--- src/rtl/text_writer.sv ---
// Character-stream writer: cursor tracking, control codes, and character RAM writes with
// rotating-row scroll. Optional backspace support is enabled by TEXT_WRITER_BACKSPACE_EN.
module text_writer #(
  parameter int COLS   = 80,
  parameter int ROWS   = 30,
  parameter int ADDR_W = 12
) (
  input  logic                     clk,
  input  logic                     clr,
  input  logic [7:0]               in_ascii,
  input  logic                     in_valid,
  output logic                     in_ready,
  output logic                     wr_en,
  output logic [ADDR_W-1:0]        wr_addr,
  output logic [7:0]               wr_data,
  output logic [$clog2(COLS)-1:0]  cur_col,
  output logic [$clog2(ROWS)-1:0]  cur_row,
  output logic [$clog2(ROWS)-1:0]  scroll_base
);
  localparam int CW = $clog2(COLS);
  localparam int RW = $clog2(ROWS);
  localparam logic [CW-1:0]     COL_MAX   = CW'(COLS - 1);
  localparam logic [RW-1:0]     ROW_MAX   = RW'(ROWS - 1);
  localparam logic [RW:0]       ROWS_E    = (RW+1)'(ROWS);
  localparam logic [ADDR_W-1:0] COLS_A    = ADDR_W'(COLS);
  localparam logic [ADDR_W-1:0] LAST_CELL = ADDR_W'(COLS * ROWS - 1);
  localparam logic [7:0]        BLANK     = 8'h20;

  typedef enum logic [1:0] {INIT, IDLE, CLEAR} state_t;

  state_t            state_q, state_d;
  logic [ADDR_W-1:0] cnt_q, cnt_d;
  logic [ADDR_W-1:0] clrb_q, clrb_d;
  logic [CW-1:0]     col_q, col_d;
  logic [RW-1:0]     row_q, row_d;
  logic [RW-1:0]     base_q, base_d;
  logic              rdy_q, rdy_d;
  logic              wen_q, wen_d;
  logic [ADDR_W-1:0] waddr_q, waddr_d;
  logic [7:0]        wdata_q, wdata_d;

  logic [RW:0]       row_sum;
  logic [RW-1:0]     phys_row;
  logic [RW-1:0]     base_next;
  logic [ADDR_W-1:0] cell_addr;
  logic              accept;

  // Logical-to-physical row mapping; the new bottom row after a scroll is the old base.
  always_comb begin
    row_sum   = {1'b0, row_q} + {1'b0, base_q};
    phys_row  = (row_sum >= ROWS_E) ? RW'(row_sum - ROWS_E) : RW'(row_sum);
    base_next = (base_q == ROW_MAX) ? '0 : base_q + RW'(1);
    cell_addr = ADDR_W'(phys_row) * COLS_A + ADDR_W'(col_q);
    accept    = in_valid && rdy_q;
  end

  always_comb begin
    state_d = state_q;
    cnt_d   = cnt_q;
    clrb_d  = clrb_q;
    col_d   = col_q;
    row_d   = row_q;
    base_d  = base_q;
    wen_d   = 1'b0;
    waddr_d = waddr_q;
    wdata_d = wdata_q;
    case (state_q)
      INIT: begin
        wen_d   = 1'b1;
        waddr_d = cnt_q;
        wdata_d = BLANK;
        cnt_d   = cnt_q + ADDR_W'(1);
        if (cnt_q == LAST_CELL) begin
          state_d = IDLE;
          cnt_d   = '0;
        end
      end
      IDLE: begin
        if (accept) begin
          if (in_ascii >= 8'h20 && in_ascii <= 8'h7E) begin
            wen_d   = 1'b1;
            waddr_d = cell_addr;
            wdata_d = in_ascii;
            if (col_q < COL_MAX) begin
              col_d = col_q + CW'(1);
            end else begin
              col_d = '0;
              if (row_q < ROW_MAX) begin
                row_d = row_q + RW'(1);
              end else begin
                base_d  = base_next;
                clrb_d  = ADDR_W'(base_q) * COLS_A;
                cnt_d   = '0;
                state_d = CLEAR;
              end
            end
          end else if (in_ascii == 8'h0A) begin
            col_d = '0;
            if (row_q < ROW_MAX) begin
              row_d = row_q + RW'(1);
            end else begin
              // Nothing else to write this cycle, so the first clear write goes out now.
              base_d  = base_next;
              clrb_d  = ADDR_W'(base_q) * COLS_A;
              wen_d   = 1'b1;
              waddr_d = ADDR_W'(base_q) * COLS_A;
              wdata_d = BLANK;
              cnt_d   = ADDR_W'(1);
              state_d = CLEAR;
            end
          end else if (in_ascii == 8'h0D) begin
            col_d = '0;
          end
`ifdef TEXT_WRITER_BACKSPACE_EN
          else if (in_ascii == 8'h08 && col_q != '0) begin
            col_d   = col_q - CW'(1);
            wen_d   = 1'b1;
            waddr_d = cell_addr - ADDR_W'(1);
            wdata_d = BLANK;
          end
`endif
        end
      end
      CLEAR: begin
        wen_d   = 1'b1;
        waddr_d = clrb_q + cnt_q;
        wdata_d = BLANK;
        cnt_d   = cnt_q + ADDR_W'(1);
        if (cnt_q == COLS_A - ADDR_W'(1)) begin
          state_d = IDLE;
          cnt_d   = '0;
        end
      end
      default: state_d = INIT;
    endcase
    // Ready only once IDLE has been held for a cycle, so it trails the last write.
    rdy_d = (state_q == IDLE) && (state_d == IDLE);
  end

  always_ff @(posedge clk) begin
    if (clr) begin
      state_q <= INIT;
      cnt_q   <= '0;
      clrb_q  <= '0;
      col_q   <= '0;
      row_q   <= '0;
      base_q  <= '0;
      rdy_q   <= 1'b0;
      wen_q   <= 1'b0;
      waddr_q <= '0;
      wdata_q <= '0;
    end else begin
      state_q <= state_d;
      cnt_q   <= cnt_d;
      clrb_q  <= clrb_d;
      col_q   <= col_d;
      row_q   <= row_d;
      base_q  <= base_d;
      rdy_q   <= rdy_d;
      wen_q   <= wen_d;
      waddr_q <= waddr_d;
      wdata_q <= wdata_d;
    end
  end

  assign in_ready    = rdy_q;
  assign wr_en       = wen_q;
  assign wr_addr     = waddr_q;
  assign wr_data     = wdata_q;
  assign cur_col     = col_q;
  assign cur_row     = row_q;
  assign scroll_base = base_q;
endmodule

--- config.mk ---
export PLATFORM = sky130hd
export DESIGN_NAME = text_writer
export DESIGN_NICKNAME = d
export VERILOG_FILES = /design/src/rtl/text_writer.sv
export SDC_FILE = /design/constraint.sdc
export NUM_CORES = 1
export LEC_CHECK = 0
export CELL_PAD_IN_SITES_DETAIL_PLACEMENT = 2
export CELL_PAD_IN_SITES_GLOBAL_PLACEMENT = 2
export CORE_ASPECT_RATIO = 0.8
export CORE_UTILIZATION = 37
export CTS_BUF_LIST = sky130_fd_sc_hd__clkbuf_16
export CTS_CLUSTER_DIAMETER = 150
export DETAILED_ROUTE_END_ITERATION = 10
export GPL_TIMING_DRIVEN = 0
export MAX_ROUTING_LAYER = met4
export PLACE_DENSITY = 0.95
export SYNTH_ARGS = -nofsm -noshare
export SYNTH_HDL_FRONTEND = slang
export SYNTH_SLANG_ARGS = --single-unit
--- constraint.sdc ---
create_clock -name clk -period 8.5 [get_ports clk]
set_input_delay 0.85 -clock clk [delete_from_list [all_inputs] [get_ports clk]]
set_output_delay 0.85 -clock clk [all_outputs]
set_load 0.02 [all_outputs]
## Yosys cells after proc, flatten, opt, wreduce, memory -nomap -nowiden

Index checks and enable logic that the tools add are counted.
Widths: inputs -> output; s select.

| operators by class | value |
|---|---|
| add/sub/neg operators | 8 |
| multipliers | 2 |
| $lt $le $gt $ge | 5 |
| equality and inequality tests | 14 |
| muxes and demuxes | 50 |
| reductions and logical operators | 14 |

Operators by type and width:

| operator | count |
|---|---|
| $mux 12 | 16 |
| $pmux 12 s3 | 2 |
| $mux 5 | 10 |
| $mux 8 | 4 |
| $mux 7 | 4 |
| $eq 8x4->1 const B | 2 |
| $mul 5x3->8 const B | 2 |
| $pmux 8 s2 | 1 |
| $mux 2 | 7 |
| $add 12x1->12 const B | 1 |
| $add 12x12->12 | 1 |
| $add 12x7->12 | 1 |
| $eq 12x12->1 const B | 1 |
| $eq 12x7->1 const B | 1 |
| $reduce_and 4->1 | 3 |
| $add 5x1->5 const B | 2 |
| $ne 3x3->1 const B | 3 |
| $ge 8x6->1 const B | 1 |
| $le 8x7->1 const B | 1 |
| $add 7x1->7 const B | 1 |
| $lt 7x7->1 const B | 1 |
| $add 5x5->6 | 1 |
| $ge 6x5->1 const B | 1 |
| $ne 2x2->1 const B | 3 |
| 15 further kinds | 23 |

| word-level totals | value |
|---|---|
| bits in registers | 65 |
| bits of input ports | 11 |
| output and inout port bits | 39 |
| word-level logic and storage cells | 103 |

## Logic depth before layout (Yosys ltp)

Gate-level depths: netlist of run 1.

| depth | value |
|---|---|
| depth in word-level cells | 8 |
| mapped depth | 17 |
| depth with buffers taken out | 17 |

## Least setup slack after synthesis of run 1

No wires, ideal clock.

| timing | value |
|---|---|
| kind | register -> register |
| start point | register base_q[0], in the netlist scroll_base[0] |
| end point | register waddr_q[10], in the netlist wr_addr[10] |
| library setup time | 0.133 ns |
| data arrival time | 4.398 ns |
| data required time | 8.367 ns |
| slack | 3.969 ns |
| stages on the path, launching flop included | 15 |
| cell sequence | dfxtp_1 -> ha_1 -> fa_1 -> and2_1 -> a311o_1 -> a21oi_1 -> mux2_2 -> ha_1 -> fa_1 -> xor2_1 -> o2111ai_1 -> xor2_1 -> xnor2_1 -> a221oi_1 -> nor4_1 |

| between the ends | value |
|---|---|
| cells in the longest elaborated chain, start to end | 8 |
| elaborated cells on any way between the ends | 12 |
| those cells by class | add/sub: 3; mul: 2; order compare: 1; mux: 6 |

Ends and longest elaborated chain:

| element | RTL line | source |
|---|---|---|
| start: declaration | 36 | `logic [RW-1:0] base_q, base_d;` |
| start signal: assignment | 158 | `base_q <= base_d;` |
| $add 5x5->6 | 50 | `row_sum = {1'b0, row_q} + {1'b0, base_q};` |
| $sub 5x5->5 / $ge 6x5->1 (equally long branches) | 51 | `phys_row = (row_sum >= ROWS_E) ? RW'(row_sum - ROWS_E) : RW'(row_sum);` |
| $mux 5 | 51 |  |
| $mul 5x3->8 | 53 | `cell_addr = ADDR_W'(phys_row) * COLS_A + ADDR_W'(col_q);` |
| $add 12x7->12 | 53 |  |
| $mux 12 * | 80 | `if (in_ascii >= 8'h20 && in_ascii <= 8'h7E) begin` |
| $mux 12 * | 79 | `if (accept) begin` |
| $pmux 12 s3 * | 67 | `case (state_q)` |
| end signal: assignment | 161 | `waddr_q <= waddr_d;` |
| end: declaration | 39 | `logic [ADDR_W-1:0] waddr_q, waddr_d;` |

Every way passes the cells marked *; elsewhere a longest branch is shown, timed or not. The select of a mux whose other input is x is not followed.
A chain may end at the register's enable or synchronous reset.

## Worst setup path after layout of run 1

| timing | value |
|---|---|
| start point | register base_q[0], in the netlist scroll_base[0] |
| end point | register waddr_q[11], in the netlist wr_addr[11] |

The elaborated chain is that of the path after synthesis.

==> results of run 1 <==
-- worst max-delay path: stages (launching register included) --
cell	delay [ns]
dfxtp_1	0.60
ha_1	0.33
fa_1	0.59
and2_1	0.27
a311o_1	0.33
a21oi_1	0.56
mux2_2	0.46
ha_1	0.23
ha_1	0.24
fa_1	0.58
nand2_1	0.09
nor2_1	0.29
o211ai_1	0.18
a211oi_1	0.28
o221ai_1	0.18
a311oi_1	0.32
-- placed cells by master (no fill, tap or decap), types with 8 or more instances in the layout --
cell / netlist / final
xor2_1: 12 / 12
nor3_1: 9 / 9
o21ai_0: 20 / 20
nor2_1: 51 / 51
xnor2_1: 23 / 23
inv_1: 17 / 17
clkbuf_1: 13 / 13
o211ai_1: 8 / 8
nand3_1: 19 / 19
a21o_1: 8 / 8
nand4_1: 13 / 13
ha_1: 37 / 37
clkbuf_16: 0 / 9
nor2b_1: 8 / 8
a21oi_1: 43 / 43
clkdlybuf4s50_1: 0 / 49
nand2_1: 56 / 56
dfxtp_1: 61 / 61
-- final cells by class --
type	instances	area share
Buffer	17	0.0150
Clock buffer	9	0.0434
Clock inverter	7	0.0190
Inverter	17	0.0123
Multi-Input combinational cell	408	0.546
Sequential cell	61	0.235
Tap cell	144	0.0347
Timing Repair Buffer	49	0.0945
-- how the worst max path moves through the flow --
stage                       end      startpoint  depth (start not counted)  slack [ns]
global placement    wr_addr[10]  scroll_base[0]                         15        3.62
global route        wr_addr[11]  scroll_base[0]                         16        2.68
floorplan           wr_addr[10]  scroll_base[0]                         14        3.97
detailed placement  wr_addr[11]  scroll_base[0]                         15        3.32
CTS                 wr_addr[11]  scroll_base[0]                         15        2.97
finish              wr_addr[11]  scroll_base[0]                         15        2.84
-- synth_stat cells (3+ instances only) --
| cell | instances |
|---|---|
| or3_1 | 4 |
| nor3b_1 | 4 |
| clkbuf_1 | 13 |
| o2111ai_1 | 4 |
| nor2b_1 | 8 |
| nand2_1 | 56 |
| and3_1 | 4 |
| nand3b_1 | 3 |
| nor2_1 | 51 |
| nor4_1 | 3 |
| a21oi_1 | 43 |
| a311oi_1 | 3 |
| dfxtp_1 | 61 |
| xor2_1 | 12 |
| mux2i_1 | 3 |
| a21o_1 | 8 |
| nand4_1 | 13 |
| nand3_1 | 19 |
| buf_2 | 3 |
| ha_1 | 37 |
| xnor2_1 | 23 |
| fa_1 | 5 |
| nor3_1 | 9 |
| o21ai_0 | 20 |
| a32oi_1 | 4 |
| a211oi_1 | 7 |
| o211ai_1 | 8 |
| inv_1 | 17 |
| nand2b_1 | 4 |
-- metrics by stage --
step	worst slack (ns)	total power (µW)	instances	area (µm²)	hold slack (ns)
global placement	3.62	324	696	4860	0.443
CTS	2.97	731	712	5190	0.468
global route	2.68	746	712	5190	0.483
floorplan	3.97	310	503	4190	0.440
detailed placement	3.32	327	696	4860	0.452
finish	2.84	731	712	5190	0.470
-- power groups by stage --
stage / sequential, µW / combinational (µW) / clock, µW
after floorplan: 298 / 12.1 / 0
after global placement: 297 / 26.9 / 0
after detailed placement: 297 / 29.6 / 0
after CTS: 291 / 31.1 / 409
after global routing: 291 / 33.3 / 422
final: 291 / 31.8 / 408
-- sequential cells by signal, indices dropped and copies added (netlist names) --
signal	flops
cnt_q	12
wr_addr	12
clrb_q	8
wr_data	8
cur_col	7
cur_row	5
scroll_base	5
state_q	2
in_ready	1
wr_en	1
-- layer usage --
layer  vias to the layer above  GRT usage  part of all wire
met4                         0      0.200             0.048
li1                       1959          -                 -
met2                       233      0.594              0.48
met5                         -          -                 0
met1                      2268      0.406              0.41
met3                        84     0.0810             0.060
-- logic make-up (layout without fill, tap and decap cells) --
logic type / count (synthesis) / count (layout)
DFF: 61 / 61
adders and majority gates: 42 / 42
muxes: 5 / 5
xor gates and xnor gates: 35 / 35
buffers and inverters: 34 / 99
AOI/OAI and AO/OA: 132 / 132
and+or+nand+nor: 194 / 194
==> summary.txt, run 1 <==
Clock network
  • Worst-path clk slew: 0.06 ns
  • Latest clock arrival within the worst-skew pair: 0.35 ns
  • H-tree levels: 3
  • CTS buffer count: 9
  • Maximum buffer depth of the clock tree: 2
  • Hold buffer count at CTS: 0
  • Postcts setup bufs: 0
  • Clock sink count: 61
  • Cts repair resizes: 0
  • CTS tree: built
  • Clk root buf: clkbuf_16

Detailed routing
  • Via count: 4544
  • Antenna violation net count after detailed routing: 0
  • DRT Pass-1 Iters: 5
  • Via-per-instance ratio: 6.38
  • Routed WL: 19900 µm
  • DR iter-0 viols: 318
  • Residual DRC count: 0
  • Routed WL per cell: 28.0 µm

STA
  • Unrepaired setup endpoints after global routing: no
  • Crit path time final: 5.66 ns
  • Least-Margin Pin Slew: 1.17 ns
  • Slew Viols, Final: 0
  • TNS Setup: 0 ns
  • Fin. Hold Viols: 0
  • Period utilisation layout: 0.666
  • Slew margin rel.: 0.214
  • Fmax: 177 MHz
  • Setup-failing EPs final: 0
  • Clock Skews: 0.0110 ns

Worst setup path
  • Arr. time, crit path: 5.88 ns
  • R2R setup slack: 2.84 ns
  • FF-to-FF End: wr_addr[11]
  • CP max FO: 11
  • CP Launch Type: flop
  • Worst Reg-to-Reg Cells: 15
  • Req. time, crit path: 8.73 ns
  • Crit. End Element: flop
  • Worst r2r src: scroll_base[0]
  • Crit path kind: flop to flop

Yosys
  • Syn_area_per_cell: 8.34 µm²
  • Syn Std Cell Area: 4190 µm²
  • Largest family of logic cells by synthesized area: simple AND/OR/NAND/NOR gates
  • Xor and xnor area share after synthesis: 0.0731
  • Compound-cell area share of the yosys netlist: 0.221
  • Synth warnings: 0
  • Post-synth EDFFs: 0
  • Asr flop ratio synth: 0
  • Post-Synth Adder-Cell Area: 0.134
  • Synth top area share: 0.291
  • Yosys top cell by area: dfxtp_1
  • Register area share after synthesis: 0.291
  • Synth top area cells: dfxtp_1 (29%), ha_1 (11%), a21oi_1 (5.1%), nand2_1 (5.0%), xnor2_1 (4.8%)
  • Library cells used by synthesis: 72
  • Post-synthesis simple-gate area fraction: 0.234
  • Synthesized instance count: 503
  • Seq cells post-synth: 61
  • Syn_nets: 556
  • Ys flop type: dfxtp_1
  • Post-synthesis mux area share: 0.0125

Pwr
  • Clock Power Share: 0.559
  • Pwr per Cell Area: 141 nW/µm²
  • Combinational cell fraction of total power: 0.044
  • Flop pwr share: 0.398
  • P_sw: 173 µW
  • Sw Ratio: 0.237
  • P_int: 558 µW
  • Lkg Pwr: 0.00199 µW
  • VDD IR max: 0.0901 mV

Worst hold path
  • Hold Crit Start: clrb_q[7]
  • Worst Hold Depth: 2
  • Endpoint, Worst Hold: clrb_q[7]
  • Type of the most critical hold path: flop to flop

Placed design
  • Placer Congestion: 0.853
  • Port-buffer cells: 49
  • Detailed placer's ending HPWL: 12900 µm

Final layout
  • Fill count: 1186
  • Util after Layout: 0.475
  • Ant diodes: 0
  • Final Net Count: 616
  • Register Area: 1220 µm²
  • Area of the multi-input gates: 2830 µm²
  • Layout area overhead: 23.7%
  • Share of post-route cells with drive strength above 1: 0.0722

Die
  • # IOs: 50
  • Core area: 10900 µm²
  • DIE AREA: 11800 µm²
  • Cell row count: 34
  • Initial Util: 0.384
  • Chip Width: 121 µm
  • Die height: 97.2 µm

GRT
  • Initial antenna violation count: 0
  • Global-route wire length before repair: 30900 µm
  • Gr usage total: 0.362
  • Pin count of the biggest net entering global routing: 13
  • Grt total ovfl: 0
  • Number of global-route vias before repair: 5218

Status
  • Status: completed

Flow run
  • Maxcap violations: 0
(Power assumes the default switching activity.)
==> run 2, diff against run 1 <==
CORE_UTILIZATION = 34   (was 37)
PLACE_DENSITY = 0.91   (was 0.95)
clock period = 5.4 ns   (was 8.5 ns; I/O delays follow)
==> run 2 against run 1 <==
Against the previous run: clock-buffer cell count stayed put; non-clock buffer count unchanged; global-route usage shrank 8.9 points.
==> summary.txt, run 2 (synthesis gave the netlist of run 1 again) <==
Worst setup path
  • CP max FO: 11 (unchanged)
  • Worst Reg-to-Reg Cells: 17 (+2)
  • Crit path kind: flop to flop
  • Worst r2r src: scroll_base[0]
  • Arr. time, crit path: 5.32 ns (-0.56 ns)
  • Req. time, crit path: 5.64 ns (-3.09 ns)
  • CP Launch Type: flop
  • FF-to-FF End: wr_addr[11]
  • R2R setup slack: 0.32 ns (-2.52 ns)
  • Crit. End Element: flop

Detailed routing
  • DRT Pass-1 Iters: 4 (-1)
  • Via-per-instance ratio: 5.96 (-6.7%)
  • Routed WL: 15900 µm (-20%)
  • Via count: 4265 (-6.1%)
  • Residual DRC count: 0 (unchanged)
  • Antenna violation net count after detailed routing: 0 (unchanged)
  • DR iter-0 viols: 220 (-31%)
  • Routed WL per cell: 22.2 µm (-21%)

Placed design
  • # placed instances: 700 (+0.57%)
  • Area post-placement: 4870 µm² (+0.10%)
  • Detailed placer's ending HPWL: 11800 µm (-8.4%)
  • Placer Congestion: 0.831 (-2.6%)
  • Port-buffer cells: 49 (unchanged)
  • Setup WS pre-CTS: 0.241 ns (-3.08 ns)

Clock network
  • Postcts setup bufs: 0 (unchanged)
  • H-tree levels: 3 (unchanged)
  • Latest clock arrival within the worst-skew pair: 0.35 ns (about the same)
  • Clk root buf: clkbuf_16
  • CTS buffer count: 9 (unchanged)
  • Hold buffer count at CTS: 0 (unchanged)
  • Cts repair resizes: 0 (unchanged)
  • Clock sink count: 61 (unchanged)
  • Worst-path clk slew: 0.06 ns (about the same)
  • Maximum buffer depth of the clock tree: 2 (unchanged)
  • CTS tree: built

Final layout
  • Layout area overhead: 23.7% (about the same)
  • Post-route cell area: 5190 µm² (about the same)
  • Most common cell after layout, fill and taps aside: dfxtp_1
  • Ant diodes: 0 (unchanged)
  • Finished Layout Cells: 716 (+0.56%)
  • Share of post-route cells with drive strength above 1: 0.0739 (+0.00176)
  • Final Net Count: 616 (unchanged)
  • Most frequent cells in the layout: dfxtp_1 (60), nand2_1 (56), nor2_1 (51)

Worst hold path
  • Type of the most critical hold path: flop to flop
  • Worst Hold Depth: 2 (unchanged)
  • Hold Crit Start: wr_addr[4]
  • Endpoint, Worst Hold: wr_addr[4]

Die
  • Core area: 11800 µm² (+7.7%)
  • Cell row count: 35 (+2.9%)
  • Die height: 101 µm (+4.2%)
  • Chip Width: 126 µm (+4.2%)
  • Initial Util: 0.356 (-0.0276)
  • DIE AREA: 12800 µm² (+8.7%)
  • # IOs: 50 (unchanged)

STA
  • TNS Setup: 0 ns (unchanged)
  • Least-Margin Pin Slew: 0.789 ns (-0.381 ns)
  • Fmax: 197 MHz (+11%)
  • Setup-failing EPs final: 0 (unchanged)
  • Fin. Hold Viols: 0 (unchanged)
  • Slew Viols, Final: 0 (unchanged)
  • Period utilisation layout: 0.940 (+0.274)
  • Clock Skews: 0.00845 ns (-0.00258 ns)
  • Final setup margin: 0.323 ns (-2.52 ns)
  • Slew margin rel.: 0.474 (+0.259)
  • Crit path time final: 5.08 ns (-0.581 ns)
  • Fin Hold WS: 0.457 ns (-0.0127 ns)

GRT
  • Number of global-route vias before repair: 4704 (-9.9%)
  • Grt total ovfl: 0 (unchanged)
  • Pin count of the biggest net entering global routing: 12 (-1)
  • Gr usage total: 0.273 (-0.0891)
  • Global-route wire length before repair: 25600 µm (-17%)
  • Initial antenna violation count: 0 (unchanged)

Status
  • Status: completed

Pwr
  • VDD IR max: 0.149 mV (+65%)
  • Lkg Pwr: 0.00200 µW (+0.31%)
  • Pwr per Cell Area: 216 nW/µm² (+53%)

Flow run
  • Maxcap violations: 0 (unchanged)
==> run 2: worst max-delay path, cell delays in order (launching register included) <==
cell and delay, ns:
dfxtp_1 0.45, ha_1 0.32, fa_1 0.46, xor2_2 0.31, and2_1 0.28, nand3_1 0.21, o31ai_1 0.36, a21oi_2 0.13
mux2_2 0.34, ha_1 0.20, ha_1 0.22, fa_1 0.58, nand2_1 0.10, nor2_1 0.19, o211ai_1 0.17, a211oi_1 0.22
o221ai_1 0.17, a311oi_1 0.27
==> run 2: how the worst max path moves through the flow <==
stage / start / to / slack (ns) / cells past startpoint
final: scroll_base[0] / wr_addr[11] / 0.32 / 17
after global routing: scroll_base[0] / wr_addr[11] / -0.03 / 17
after CTS: scroll_base[0] / wr_addr[11] / 0.21 / 15
after detailed placement: scroll_base[0] / wr_addr[11] / 0.24 / 15
after global placement: scroll_base[0] / wr_addr[10] / 0.47 / 15
after floorplan: scroll_base[0] / wr_addr[10] / 0.87 / 14
==> run 2: where the power goes <==
| part | switching [µW] | leakage (µW) | internal, µW |
|---|---|---|---|
| combinational | 27.8 | 0.00134 | 17.7 |
| sequential | 3.86 | 0.000493 | 454 |
| clock | 219 | 0.000162 | 398 |
| total | 250 | 0.00200 | 870 |
==> run 2: final cells by class <==
| type | instances | area [µm²] |
|---|---|---|
| Buffer | 17 | 77.6 |
| Clock buffer | 9 | 225 |
| Clock inverter | 7 | 82.6 |
| Fill cell | 1312 | 6590 |
| Inverter | 17 | 63.8 |
| Multi-Input combinational cell | 408 | 2840 |
| Sequential cell | 61 | 1220 |
| Tap cell | 148 | 185 |
| Timing Repair Buffer | 49 | 490 |
==> run 2: per-stage QoR <==
stage | power (µW) | utilization
finish | 1120 | 0.441
global route | 1150 | 0.441
CTS | 1130 | 0.440
detailed placement | 512 | 0.413
global placement | 510 | 0.413
floorplan | 488 | -
==> run 2: routing by layer <==
metal	global-route usage	part of all wire
met5	-	0
met4	0.107	0.030
met3	0.0666	0.043
met2	0.468	0.49
met1	0.308	0.44
==> run 3, diff against run 2 <==
GPL_ROUTABILITY_DRIVEN = 0   (was unset)
REMOVE_ABC_BUFFERS = 1   (was unset)
==> run 3 against run 2 <==
Against the previous run: routed wire length shrank 7.9%; worst hold slack gained 0.0049 ns; first-iteration DRC count shrank 27%; total power shrank 1.2%; critical path depth is the same; global-route usage shrank 1.9 points; sequential cell count is the same; clock skew shrank 0.0029 ns.
==> summary.txt, run 3 (synthesis gave the netlist of run 1 again) <==
Status
  • Status: completed

Die
  • DIE AREA: 12800 µm² (unchanged)
  • # IOs: 50 (unchanged)
  • Chip Width: 126 µm (unchanged)
  • Die height: 101 µm (unchanged)
  • Core area: 11800 µm² (unchanged)
  • Cell row count: 35 (unchanged)
  • Initial Util: 0.356 (unchanged)

STA
  • Unrepaired setup endpoints after global routing: no
  • Period utilisation layout: 0.938 (-0.00191)
  • Crit path time final: 5.07 ns (-0.0103 ns)
  • TNS Setup: 0 ns (unchanged)
  • Fin. Hold Viols: 0 (unchanged)
  • Clock Skews: 0.00551 ns (-0.00293 ns)
  • Least-Margin Pin Slew: 0.988 ns (+0.199 ns)
  • Fin Hold WS: 0.462 ns (+0.00490 ns)
  • Setup-failing EPs final: 0 (unchanged)
  • Slew Viols, Final: 0 (unchanged)
  • Fmax: 197 MHz (+0.20%)
  • Slew margin rel.: 0.341 (-0.132)

Detailed routing
  • Via count: 4082 (-4.3%)
  • Met2 routed wirelength: 7060 µm (-9.0%)
  • DR top layer: met4
  • Routed WL per cell: 20.9 µm (-5.7%)
  • DR iter-0 viols: 160 (-27%)
  • Routed WL: 14600 µm (-7.9%)
  • Via-per-instance ratio: 5.84 (-2.0%)
  • Met1 wire length: 6740 µm (-3.2%)
  • DRT Pass-1 Iters: 4 (unchanged)
  • Antenna violation net count after detailed routing: 0 (unchanged)
  • WL met3: 639 µm (-6.6%)
  • Residual DRC count: 0 (unchanged)

GRT
  • Gr usage total: 0.253 (-0.0193)
  • Number of global-route vias before repair: 4508 (-4.2%)
  • Global-route wire length before repair: 24300 µm (-5.4%)
  • Pin count of the biggest net entering global routing: 50 (+38)
  • Initial antenna violation count: 0 (unchanged)
  • Grt total ovfl: 0 (unchanged)

Worst setup path
  • CP max FO: 11 (unchanged)
  • Arr. time, crit path: 5.24 ns (-0.08 ns)
  • Req. time, crit path: 5.58 ns (-0.06 ns)
  • Crit. End Element: flop
  • Crit path kind: flop to flop
  • CP Launch Type: flop

Clock network
  • CTS tree: built
  • CTS buffer count: 9 (unchanged)
  • Clk root buf: clkbuf_16
  • Clock sink count: 61 (unchanged)
  • Latest clock arrival within the worst-skew pair: 0.34 ns (about the same)
  • H-tree levels: 3 (unchanged)
  • Hold buffer count at CTS: 0 (unchanged)
  • Worst-path clk slew: 0.05 ns (about the same)
  • Maximum buffer depth of the clock tree: 2 (unchanged)

Placed design
  • Area post-placement: 4790 µm² (-1.7%)
  • Detailed placer's ending HPWL: 10800 µm (-8.4%)
  • Port-buffer cells: 49 (unchanged)
  • # placed instances: 683 (-2.4%)

Pwr
  • Lkg Pwr: 0.00196 µW (-2.0%)
  • Total power: 1110 µW (-1.2%)
  • VDD IR max: 0.153 mV (+2.5%)
  • Pwr per Cell Area: 217 nW/µm² (+0.46%)

Final layout
  • Share of post-route cells with drive strength above 1: 0.0690 (-0.00498)
  • Final Net Count: 599 (-2.8%)
  • Most common cell after layout, fill and taps aside: dfxtp_1
  • Post-route cell area: 5100 µm² (-1.7%)
  • Finished Layout Cells: 699 (-2.4%)
  • Ant diodes: 0 (unchanged)
  • Layout area overhead: 21.7%
  • Most frequent cells in the layout: dfxtp_1 (60), nand2_1 (56), nor2_1 (51)

Worst hold path
  • Type of the most critical hold path: flop to flop

Flow run
  • Maxcap violations: 0 (unchanged)
==> run 3: worst max-delay path, stage by stage (launching register included) <==
cell	delay [ns]
dfxtp_1	0.47
ha_1	0.32
fa_1	0.42
xor2_1	0.34
and2_1	0.29
nand3_1	0.23
o31ai_2	0.35
a21oi_2	0.12
mux2_2	0.33
ha_1	0.20
ha_1	0.21
fa_1	0.45
xor2_1	0.24
o2111ai_1	0.18
xor2_1	0.18
xnor2_1	0.14
a221oi_1	0.33
nor4_1	0.09
==> run 3: through the flow <==
step / utilization / worst slack [ns]
floorplan: - / 0.875
global placement: 0.407 / 0.364
detailed placement: 0.406 / 0.196
CTS: 0.432 / 0.146
global route: 0.433 / 0.00703
finish: 0.433 / 0.333
==> run 3: layer usage <==
metal | global-route usage | vias up
met5 | - | -
met4 | 0.0695 | 0
met3 | 0.0460 | 21
met2 | 0.433 | 95
met1 | 0.307 | 2038
li1 | - | 1928
==> run 3: power breakdown <==
group,internal [µW],switching [µW],total (µW)
combinational,16.5,25.6,42.1
sequential,454,3.52,458
clock,397,209,606
total,868,239,1110
==> run 3: final timing paths <==
kind,endpoint,depth (start not counted),from,slack [ns]
max,wr_addr[10],17,scroll_base[0],0.33
min,wr_addr[4],2,wr_addr[4],0.46
max reg2reg,wr_addr[10],17,scroll_base[0],0.33
min reg2reg,wr_addr[4],2,wr_addr[4],0.46
==> run 3: final cells by class <==
class | instances | area, µm²
Inverter | 17 | 63.8
Timing Repair Buffer | 49 | 485
Tap cell | 148 | 185
Clock buffer | 9 | 225
Clock inverter | 7 | 81.3
Fill cell | 1318 | 6680
Sequential cell | 61 | 1220
Multi-Input combinational cell | 408 | 2840
==> run 3: what timing repair did <==
item                                    CTS  global route
endpoints found under the setup margin    0             2
setup buffers                             0             0
gates resized for setup                   0             3
hold endpoints to repair                  0             0
